`src/rtl/wb_unit.sv`:
```
// Write-back arbiter: LSU first, then a one-entry ALU hold buffer, then a fresh ALU result,
// with a pending-write scoreboard. Define WB_BYPASS_EN to add per-source forwarding outputs.
module wb_unit #(
   parameter int unsigned DATA_WIDTH        = 32,
   parameter int unsigned ADDRESS_BIT_WIDTH = 5,
   parameter int unsigned NB_OF_REGS        = 32
) (
   input  logic                         clk,
   input  logic                         rst,
   input  logic                         en,
   input  logic                         alu_valid,
   output logic                         alu_ready,
   input  logic [ADDRESS_BIT_WIDTH-1:0] alu_rd,
   input  logic [DATA_WIDTH-1:0]        alu_data,
   input  logic                         lsu_valid,
   output logic                         lsu_ready,
   input  logic [ADDRESS_BIT_WIDTH-1:0] lsu_rd,
   input  logic [DATA_WIDTH-1:0]        lsu_data,
   input  logic                         issue_valid,
   input  logic [ADDRESS_BIT_WIDTH-1:0] issue_rd,
   input  logic [ADDRESS_BIT_WIDTH-1:0] rs1_addr,
   input  logic [ADDRESS_BIT_WIDTH-1:0] rs2_addr,
   output logic                         rs1_busy,
   output logic                         rs2_busy,
`ifdef WB_BYPASS_EN
   output logic                         rs1_fwd_valid,
   output logic [DATA_WIDTH-1:0]        rs1_fwd_data,
   output logic                         rs2_fwd_valid,
   output logic [DATA_WIDTH-1:0]        rs2_fwd_data,
`endif
   output logic [ADDRESS_BIT_WIDTH-1:0] A3,
   output logic [DATA_WIDTH-1:0]        WD3,
   output logic                         WE3
);

   logic                         hold_valid_q, hold_valid_d;
   logic [ADDRESS_BIT_WIDTH-1:0] hold_rd_q, hold_rd_d;
   logic [DATA_WIDTH-1:0]        hold_data_q, hold_data_d;
   logic                         we3_q, we3_d;
   logic [ADDRESS_BIT_WIDTH-1:0] a3_q, a3_d;
   logic [DATA_WIDTH-1:0]        wd3_q, wd3_d;
   logic [NB_OF_REGS-1:0]        busy_q, busy_d;

   logic                         active;
   logic                         lsu_xfer;
   logic                         alu_xfer;
   logic                         sel_valid;
   logic [ADDRESS_BIT_WIDTH-1:0] sel_rd;
   logic [DATA_WIDTH-1:0]        sel_data;
   logic                         rs1_hit;
   logic                         rs2_hit;

   assign active    = en & ~rst;
   assign lsu_ready = active;
   assign alu_ready = active & ~hold_valid_q;
   assign lsu_xfer  = lsu_valid & lsu_ready;
   assign alu_xfer  = alu_valid & alu_ready;

   // An ALU result only lands in the hold buffer when it collides with an LSU transfer.
   always_comb begin
      hold_valid_d = hold_valid_q;
      hold_rd_d    = hold_rd_q;
      hold_data_d  = hold_data_q;
      sel_valid    = 1'b0;
      sel_rd       = lsu_rd;
      sel_data     = lsu_data;
      if (lsu_xfer) begin
         sel_valid = 1'b1;
         if (alu_xfer) begin
            hold_valid_d = 1'b1;
            hold_rd_d    = alu_rd;
            hold_data_d  = alu_data;
         end
      end else if (active && hold_valid_q) begin
         sel_valid    = 1'b1;
         sel_rd       = hold_rd_q;
         sel_data     = hold_data_q;
         hold_valid_d = 1'b0;
      end else if (alu_xfer) begin
         sel_valid = 1'b1;
         sel_rd    = alu_rd;
         sel_data  = alu_data;
      end
   end

   // x0 entries are consumed but never reach the register file.
   always_comb begin
      we3_d = 1'b0;
      a3_d  = a3_q;
      wd3_d = wd3_q;
      if (sel_valid && (sel_rd != '0)) begin
         we3_d = 1'b1;
         a3_d  = sel_rd;
         wd3_d = sel_data;
      end
   end

   // Clear from the write now on the port, then set from issue so a same-index set wins.
   always_comb begin
      busy_d = busy_q;
      if (active) begin
         for (int i = 1; i < int'(NB_OF_REGS); i++) begin
            if (we3_q && (a3_q == ADDRESS_BIT_WIDTH'(i))) busy_d[i] = 1'b0;
            if (issue_valid && (issue_rd == ADDRESS_BIT_WIDTH'(i))) busy_d[i] = 1'b1;
         end
      end
      busy_d[0] = 1'b0;
   end

   always_ff @(posedge clk) begin
      if (rst) begin
         hold_valid_q <= 1'b0;
         hold_rd_q    <= '0;
         hold_data_q  <= '0;
         we3_q        <= 1'b0;
         a3_q         <= '0;
         wd3_q        <= '0;
         busy_q       <= '0;
      end else begin
         hold_valid_q <= hold_valid_d;
         hold_rd_q    <= hold_rd_d;
         hold_data_q  <= hold_data_d;
         we3_q        <= we3_d;
         a3_q         <= a3_d;
         wd3_q        <= wd3_d;
         busy_q       <= busy_d;
      end
   end

   always_comb begin
      rs1_hit = 1'b0;
      rs2_hit = 1'b0;
      for (int i = 0; i < int'(NB_OF_REGS); i++) begin
         if (rs1_addr == ADDRESS_BIT_WIDTH'(i)) rs1_hit = busy_q[i];
         if (rs2_addr == ADDRESS_BIT_WIDTH'(i)) rs2_hit = busy_q[i];
      end
   end

`ifdef WB_BYPASS_EN
   // we3_q already implies a nonzero A3, so a match can never be on x0.
   assign rs1_fwd_valid = we3_q && (a3_q == rs1_addr);
   assign rs2_fwd_valid = we3_q && (a3_q == rs2_addr);
   assign rs1_fwd_data  = wd3_q;
   assign rs2_fwd_data  = wd3_q;
   assign rs1_busy      = rs1_hit & ~rs1_fwd_valid;
   assign rs2_busy      = rs2_hit & ~rs2_fwd_valid;
`else
   assign rs1_busy = rs1_hit;
   assign rs2_busy = rs2_hit;
`endif

   assign A3  = a3_q;
   assign WD3 = wd3_q;
   assign WE3 = we3_q;

endmodule
```
`config.mk`:
```
export PLATFORM = sky130hd
export DESIGN_NAME = wb_unit
export DESIGN_NICKNAME = d
export VERILOG_FILES = /design/src/rtl/wb_unit.sv
export SDC_FILE = /design/constraint.sdc
export NUM_CORES = 1
export LEC_CHECK = 0
export CAP_MARGIN = 20
export CORE_ASPECT_RATIO = 1.5
export CORE_MARGIN = 2
export CORE_UTILIZATION = 54
export CTS_CLUSTER_DIAMETER = 150
export DETAILED_ROUTE_END_ITERATION = 8
export GPL_ROUTABILITY_DRIVEN = 0
export MAX_ROUTING_LAYER = met4
export PLACE_DENSITY = 0.87
export SYNTH_ARGS = -nofsm -noshare
export SYNTH_HDL_FRONTEND = slang
export SYNTH_SLANG_ARGS = --single-unit
```
`constraint.sdc`:
```
create_clock -name clk -period 5.87 [get_ports clk]
set_input_delay 1.761 -clock clk [delete_from_list [all_inputs] [get_ports clk]]
set_output_delay 1.761 -clock clk [all_outputs]
set_load 0.02 [all_outputs]
```
==> results.cfg, run 1 <==
[hold_path]
hold_start = hold_data_q[1]
min_path_cells = 2
hold_class = reg -> reg
holdPathEnd = hold_data_q[1]

[finish]
n_antenna_cell = 0
area_growth_pct = 29.14
drive_above_1_share_pct = 9.247
num-fill-cells = 811
nets = 968
final_cell_count_no_fill = 1020
layout_common_cells = nand2_1 (187), clkdlybuf4s50_1 (130), dfxtp_1 (106), a21oi_1 (78), o21ai_0 (43)
final_common_cell = nand2_1

[clocking]
path_clk_slew_ns = 0.07
insertion_delay_ns = 0.34
cts_buffer_depth = 2
htree_levels = 3
cts_tree = yes
cts_buffers = 9
cts-root-buf = clkbuf_16
cts_sinks = 107

[placed_design]
pre_cts_ws_ns = -0.02303
hpwl_um = 12840
numPortBuffers = 136
dp_cells = 1006

[grt]
grtUsageMet1_pct = 35.80
grt_pass1_wl_um = 29400
overflow = 0
antenna_found_initial = 0
grt_pass1_vias = 6158
use_met2_pct = 54.31
use_met3_pct = 6.281
busiest_layer = met2
grt_max_degree = 84
grt_util_all_layers_pct = 32.46

[drt]
vias = 6186
dr.pass1.iters = 5
avgViaCountPerCell = 6.065
routed_wl_um = 18100
drt_iter0_markers = 495
drc = 0
antenna_left = 0
drt-wirelength-per-cell_um = 17.75

[floorplan]
start_util_pct = 55.41
die_y_um = 131.3
fp.dieW_um = 88.88
dieArea_sq_um = 11670
ios = 137
rows = 46
core_sq_um = 10530

[setup_path]
path_class = in -> out
cp-end-kind = output port
critPathLaunchType = primary input
r2r-end = WD3[31]
ff2ff_setup_slack_ns = 3.07
crit_path_max_fanout = 6
cp.required_ns = 4.11
reg2reg_from = hold_valid_q
reg2regPathDepth = 7
cp.arrival_ns = 3.74

[pwr]
p_per_area_nw_per_um2 = 220.4
p_leak_nw = 2.554
switchingPower_mw = 0.4461
seqPwrFrac_pct = 46.5
ir_drop_mv = 0.1754
pwr-share-clk_pct = 33.8
switching_share_pct = 26.86
internal_power_mw = 1.215
pwr-share-comb_pct = 19.7

[timing]
rsz0062_at_grt = no
relSlewSlack_pct = 46.64
tns_ns = 0
fin_crit_ns = 5.505
fin_worst_skew_ns = 0.004950
hold_viol = 0
timing.fmax_ghz = 0.1816
slew_viol_final = 0
worst_slew_pin_slew_ns = 0.8004
setup_slack_ns = 0.3645
timing.final.crit_share_pct = 93.79
final-setup-viol-count = 0

[synth]
async_flop_share_pct = 0
synth-seq-cells = 107
syn-num-nets = 858
synth_edf_count = 0
synthCells = 763
synth_ff_type = dfxtp_1
ys_seq_area_share_pct = 36.71
yosysWarnings = 0
synth_area_sq_um = 5836
synth_cell_type_count = 56
syn_area_per_cell_sq_um = 7.648

[run]
maxCapViolCount = 0

[run_status]
status = finished, final reports clean
-- critical path, stage by stage --
cell and delay (ns):
clkdlybuf4s50_1 0.60, buf_4 0.20, mux4_2 0.49, nand2_1 0.08
o21ai_1 0.07, o211ai_1 0.19, o211ai_1 0.13, dlymetal6s2s_1 0.22
-- sequential cells by signal (all words and copies together) (netlist names) --
name          flops
hold_rd_q         5
WE3               1
A3                5
busy_q           31
WD3              32
hold_valid_q      1
hold_data_q      32
-- power groups by stage --
stage                     logic, mW  clock network [mW]  registers (mW)
after floorplan               0.149                   0           0.809
after global routing          0.350               0.592           0.775
after CTS                     0.324               0.564           0.772
after global placement        0.314                   0           0.787
final                         0.327               0.561           0.773
after detailed placement      0.323                   0           0.789
-- Yosys cell counts (all sizes together), types with 6 or more instances --
library cell,instances,area share [%]
clkbuf,39,2.5
mux2i,6,1.0
nor2,20,1.3
a22oi,34,4.4
buf,19,2.2
nand3,13,1.1
nand2,187,12
inv,40,2.6
o21ai,81,7.0
dfxtp,107,37
nor3,9,0.77
nand2b,12,1.3
a21oi,78,6.7
nor2b,15,1.6
o22ai,32,6.6
nor3b,10,1.5
mux4,6,2.3
-- worst max-delay path by stage --
stage,to,start,slack [ns]
floorplan,rs2_busy,rs2_addr[1],0.89
global placement,rs1_busy,rs1_addr[0],0.009
detailed placement,rs1_busy,rs1_addr[0],-0.02
CTS,rs2_busy,rs2_addr[0],0.03
global route,rs2_busy,rs2_addr[0],0.17
finish,rs2_busy,rs2_addr[0],0.36
-- routing by layer --
metal / wire length [um] / vias to the layer above
met5: 0 / -
met4: 735 / 0
met3: 1329 / 73
met2: 9497 / 311
met1: 6541 / 2921
li1: - / 2881
-- repair_timing --
| action | 4_1_cts | 5_1_grt |
|---|---|---|
| gates resized for setup | 2 | 3 |
| buffers inserted | 0 | 0 |
| setup endpoints to repair | 1 | 2 |
| hold buffers | 0 | 0 |
| pin swaps | 0 | 1 |
-- cells by family after synthesis --
kind of cell / share of synthesized area [%]
flip-flops: 36.71
buffers and inverters: 7.247
AO/OA/AOI/OAI: 29.10
AND/OR/NAND/NOR: 23.03
multiplexers: 3.924
-- area by class of cell --
class / count / area [sq um] / area share, %
tap: 144 / 180.2 / 2.391
clock buffer: 11 / 252.7 / 3.354
timing repair buffer: 157 / 1519 / 20.16
sequential: 107 / 2143 / 28.44
inverter: 40 / 150.1 / 1.992
multi-input combinational: 558 / 3276 / 43.47
clock inverter: 3 / 15.01 / 0.1992
-- stage by stage --
step	power, mW	util [%]	instance area [sq um]	hold slack (ns)
after global routing	1.717	71.55	7536	0.4757
after CTS	1.661	71.48	7528	0.4558
after detailed placement	1.111	68.96	7263	0.4463
after floorplan	0.9587	-	5836	0.4364
after global placement	1.101	68.96	7263	0.4416
final	1.661	71.55	7536	0.4547
No activity file was read; power rests on OpenSTA's default activity.
==> inputs of run 2 (changes only) <==
--- a/config.mk
+++ b/config.mk
@@ -6,9 +6,11 @@
 export NUM_CORES = 1
 export LEC_CHECK = 0
 export CAP_MARGIN = 20
+export CELL_PAD_IN_SITES_DETAIL_PLACEMENT = 1
+export CELL_PAD_IN_SITES_GLOBAL_PLACEMENT = 1
 export CORE_ASPECT_RATIO = 1.5
 export CORE_MARGIN = 2
-export CORE_UTILIZATION = 54
+export CORE_UTILIZATION = 39
 export CTS_CLUSTER_DIAMETER = 150
 export DETAILED_ROUTE_END_ITERATION = 8
 export GPL_ROUTABILITY_DRIVEN = 0
==> results.cfg, run 2 (synthesis results as in run 1) <==
[pwr]
p_leak_nw = 2.520
switchingPower_mw = 0.4688
pwr-share-clk_pct = 33.8
ir_drop_mv = 0.1504
p_per_area_nw_per_um2 = 218.5
pwr-share-comb_pct = 19.9
seqPwrFrac_pct = 46.3
p_total_mw = 1.666
switching_share_pct = 28.14
internal_power_mw = 1.197

[setup_path]
crit_path_max_fanout = 19
r2r-end = WD3[17]
cp-end-kind = output port
reg2reg_from = hold_valid_q
worst-path-buf-inv = 3
worstPathCellList = clkdlybuf4s50_1, buf_12, mux4_2, nand2b_1, a2111o_1, nand4_1, a32o_1, dlygate4sd2_1
critPathLaunchType = primary input
cp.required_ns = 4.11
path_depth = 8
path_class = in -> out
crit_start = rs1_addr[0]
worst_path_largest_cell_delay_ns = 0.52
cp.arrival_ns = 3.84
ff2ff_setup_slack_ns = 3.26
reg2regPathDepth = 7
cp-endpoint = rs1_busy
cp_slowest_cell = clkdlybuf4s50_1
cp_top_family = buffers and inverters

[floorplan]
core_sq_um = 14590
ios = 137
fp.dieW_um = 103.9
die_y_um = 153.8
start_util_pct = 39.99
dieArea_sq_um = 15980
rows = 54

[clocking]
cts_tree = yes
cts-root-buf = clkbuf_16
htree_levels = 3
cts_buffers = 9
insertion_delay_ns = 0.35
cts_buffer_depth = 2
postCtsHoldBufs = 0
cts_sinks = 107
path_clk_slew_ns = 0.07

[timing]
final-setup-viol-count = 0
slew_viol_final = 0
fin_crit_ns = 5.597
hold_viol = 0
fin_worst_skew_ns = 0.01103
relSlewSlack_pct = 45.19
timing.fmax_ghz = 0.1787
tns_ns = 0
timing.final.crit_share_pct = 95.34
worst_slew_pin_slew_ns = 0.8222
rsz0062_at_grt = no

[drt]
drt_iter0_markers = 256
routed_wl_um = 19600
drt-wirelength-per-cell_um = 18.20
drc = 0
antenna_left = 0
avgViaCountPerCell = 5.534
dr.pass1.iters = 4
vias = 5960

[run]
maxCapViolCount = 0

[finish]
layout_common_cells = nand2_1 (187), clkdlybuf4s50_1 (132), dfxtp_1 (106), a21oi_1 (78), o21ai_0 (43)
post-route-util_pct = 52.24
nets = 970
drive_above_1_share_pct = 9.556
final_common_cell = nand2_1
area_growth_pct = 30.64
final_cell_count_no_fill = 1077

[run_status]
status = finished, final reports clean

[placed_design]
dp_cells = 1060
hpwl_um = 14340
numPortBuffers = 136

[grt]
overflow = 0
antenna_found_initial = 2
grt_pass1_vias = 6376
busiest_layer = met2
grt_max_degree = 84
use_met3_pct = 4.112
grt_util_all_layers_pct = 25.16
use_met2_pct = 46.02
grt_pass1_wl_um = 31600
grtUsageMet1_pct = 25.33

[hold_path]
hold_class = reg -> reg
## run 2: metal layers
metal	share of wire, %	vias to the layer above
li1	-	2887
met1	38	2857
met2	53	159
met3	3.9	57
met4	4.8	0
met5	0	-
## run 2: layout make-up
| class | instances | area (sq um) |
|---|---|---|
| multi-input cells | 558 | 3276 |
| repair buffers | 159 | 1538 |
| clock inverters | 6 | 41.29 |
| flip-flops and latches | 107 | 2143 |
| clock buffers | 9 | 225.2 |
| well taps | 196 | 245.2 |
| diodes | 2 | 5.005 |
| fillers | 1834 | 6970 |
| inverters | 40 | 150.1 |
## run 2: power by group through the flow
stage                     Combinational (mW)  Sequential, mW  Clock (mW)
after floorplan                        0.149           0.809           0
after global placement                 0.325           0.788           0
after detailed placement               0.332           0.789           0
after CTS                              0.333           0.772       0.573
after global routing                   0.357           0.776       0.597
final                                  0.332           0.772       0.562
## run 2: metrics by stage
stage | setup WS [ns] | hold WS [ns] | area, sq um
2_1_floorplan | 0.8870 | 0.4364 | 5836
3_3_place_gp | 0.03224 | 0.4416 | 7356
3_5_place_dp | -0.003458 | 0.4468 | 7356
4_1_cts | 0.2488 | 0.4571 | 7619
5_1_grt | 0.1373 | 0.4816 | 7624
6_report | 0.2733 | 0.4547 | 7624
## run 2: how the worst min path moves through the flow
stage                     slack (ns)             from  cells after the start              end
after floorplan                 0.44   hold_data_q[0]                      2   hold_data_q[0]
after global placement          0.44  hold_data_q[17]                      2  hold_data_q[17]
after detailed placement        0.45  hold_data_q[26]                      2  hold_data_q[26]
after CTS                       0.46  hold_data_q[26]                      2  hold_data_q[26]
after global routing            0.48  hold_data_q[27]                      2  hold_data_q[27]
final                           0.45   hold_data_q[0]                      2   hold_data_q[0]
## run 2: timing repair
| action | 4_1_cts | 5_1_grt |
|---|---|---|
| setup buffers | 0 | 0 |
| endpoints found under the hold margin | 0 | 0 |
| endpoints found under the setup margin | 2 | 0 |
| resized for setup | 3 | 0 |
## run 2: worst reg2reg max path: cells and delay by family, from the launching register on
kind / cells / cell delay [ns]
compound gates: 3 / 0.63
simple gates: 2 / 0.42
flops: 1 / 0.34
buf+inv: 2 / 1.08
==> inputs of run 3 (changes only) <==
--- a/config.mk
+++ b/config.mk
@@ -9,7 +9,6 @@
 export CELL_PAD_IN_SITES_DETAIL_PLACEMENT = 1
 export CELL_PAD_IN_SITES_GLOBAL_PLACEMENT = 1
 export CORE_ASPECT_RATIO = 1.5
-export CORE_MARGIN = 2
 export CORE_UTILIZATION = 39
 export CTS_CLUSTER_DIAMETER = 150
 export DETAILED_ROUTE_END_ITERATION = 8
==> results.cfg, run 3 (synthesis results as in run 1) <==
[timing]
hold_viol = 0
slew_viol_final = 0
final-setup-viol-count = 0
tns_ns = 0
setup_slack_ns = 0.1486
whs_ns = 0.4558
fin_worst_skew_ns = 0.008444
fin_crit_ns = 5.721
rsz0062_at_grt = no
worst_slew_pin_slew_ns = 0.8190
timing.fmax_ghz = 0.1748
timing.final.crit_share_pct = 97.47
relSlewSlack_pct = 45.40

[finish]
multi_input_area_sq_um = 3278
layout_common_cells = nand2_1 (187), clkdlybuf4s50_1 (132), dfxtp_1 (106), a21oi_1 (78), o21ai_0 (43)
drive_above_1_share_pct = 9.670
n_antenna_cell = 0
area_growth_pct = 31.07
stdcell_area_sq_um = 7649
final_common_cell = nand2_1
area.sequential_sq_um = 2143
num-fill-cells = 1834
nets = 969

[clocking]
cts_tree = yes
cts_setup_buffers = 0
cts_sinks = 107
htree_levels = 3
insertion_delay_ns = 0.36
cts-root-buf = clkbuf_16
postCtsHoldBufs = 0
cts_buffers = 9
path_clk_slew_ns = 0.07
cts_buffer_depth = 2

[setup_path]
reg2reg_from = hold_valid_q
cp_slowest_cell = clkdlybuf4s50_1
cp.arrival_ns = 3.96
worst_path_largest_cell_delay_ns = 0.60
cp-end-kind = output port
cp-endpoint = rs1_busy
cp.required_ns = 4.11
crit_start = rs1_addr[2]
r2r-end = WD3[26]
crit_path_max_fanout = 9
critPathLaunchType = primary input
ff2ff_setup_slack_ns = 3.14
critPathMostFrequentCell = clkdlybuf4s50_1
path_class = in -> out
reg2regPathDepth = 7
cp_top_family = buffers and inverters
worstPathCellList = clkdlybuf4s50_1, or3b_1, o32a_1, nand2b_1, nand4_1, a32o_1, clkdlybuf4s50_1
path_depth = 7
worst-path-buf-inv = 2

[drt]
drt-wirelength-per-cell_um = 19.00
routed_wl_um = 20430
avgViaCountPerCell = 5.640
dr.pass1.iters = 5
vias = 6063
antenna_left = 0
drc = 0
drt_iter0_markers = 243

[floorplan]
dieArea_sq_um = 15470
start_util_pct = 39.99
core_sq_um = 14590
rows = 54
fp.dieW_um = 101.9
die_y_um = 151.8
ios = 137

[grt]
busiest_layer = met2
use_met2_pct = 48.71
use_met3_pct = 5.382
grt_pass1_wl_um = 32570
grt_max_degree = 84
grt_util_all_layers_pct = 28.09
antenna_found_initial = 0
overflow = 0
grtUsageMet1_pct = 29.09
grt_pass1_vias = 6395

[pwr]
pwr-share-clk_pct = 36.3
switching_share_pct = 28.00
p_per_area_nw_per_um2 = 226.6
p_leak_nw = 2.546
p_total_mw = 1.734
seqPwrFrac_pct = 44.6
ir_drop_mv = 0.1483
switchingPower_mw = 0.4854
internal_power_mw = 1.248
pwr-share-comb_pct = 19.1

[run_status]
status = finished, final reports clean

[placed_design]
place_area_sq_um = 7348
numPortBuffers = 136
pre_cts_ws_ns = -0.1467
hpwl_um = 14810

[hold_path]
hold_class = reg -> reg

[run]
maxCapViolCount = 0
run 3: layout make-up:
class                   count  area share, %
multi-input cells         558          42.86
flip-flops and latches    107          28.02
repair buffers            158          20.01
well taps                 196          3.206
clock buffers              10          2.994
inverters                  40          1.963
clock inverters             6         0.9488
run 3: per-layer routing:
layer	vias to the layer above	share of wire (%)
met3	76	4.6
met1	2930	37
met2	176	54
met4	0	5.0
met5	-	0
li1	2881	-
run 3: worst min path at each step:
stage                         start  slack (ns)              end  depth (start not counted)
finish              hold_data_q[11]        0.46  hold_data_q[11]                          2
global route        hold_data_q[23]        0.47  hold_data_q[23]                          2
CTS                 hold_data_q[11]        0.46  hold_data_q[11]                          2
detailed placement  hold_data_q[11]        0.45  hold_data_q[11]                          2
global placement     hold_data_q[0]        0.44   hold_data_q[0]                          2
floorplan            hold_data_q[0]        0.44   hold_data_q[0]                          2
run 3: worst min-delay path, stage by stage (launching register included):
cell and delay, ns:
dfxtp_1 0.31, nand2_1 0.05, a21oi_1 0.05
run 3: timing repair:
item / 4_1_cts / 5_1_grt
resized for setup: 2 / 4
pin swaps: 0 / 0
endpoints found under the setup margin: 1 / 2
run 3: power groups by stage:
stage / clock network [mW] / registers, mW / logic, mW
finish: 0.629 / 0.773 / 0.331
floorplan: 0 / 0.809 / 0.149
global placement: 0 / 0.788 / 0.323
global route: 0.667 / 0.776 / 0.357
CTS: 0.641 / 0.773 / 0.333
detailed placement: 0 / 0.789 / 0.331
run 3: stage by stage:
stage                     utilization (%)  std cells
final                               52.41       1075
after global routing                52.41       1075
after CTS                           52.40       1075
after detailed placement            50.35       1059
after global placement              50.35       1059
after floorplan                         -        763
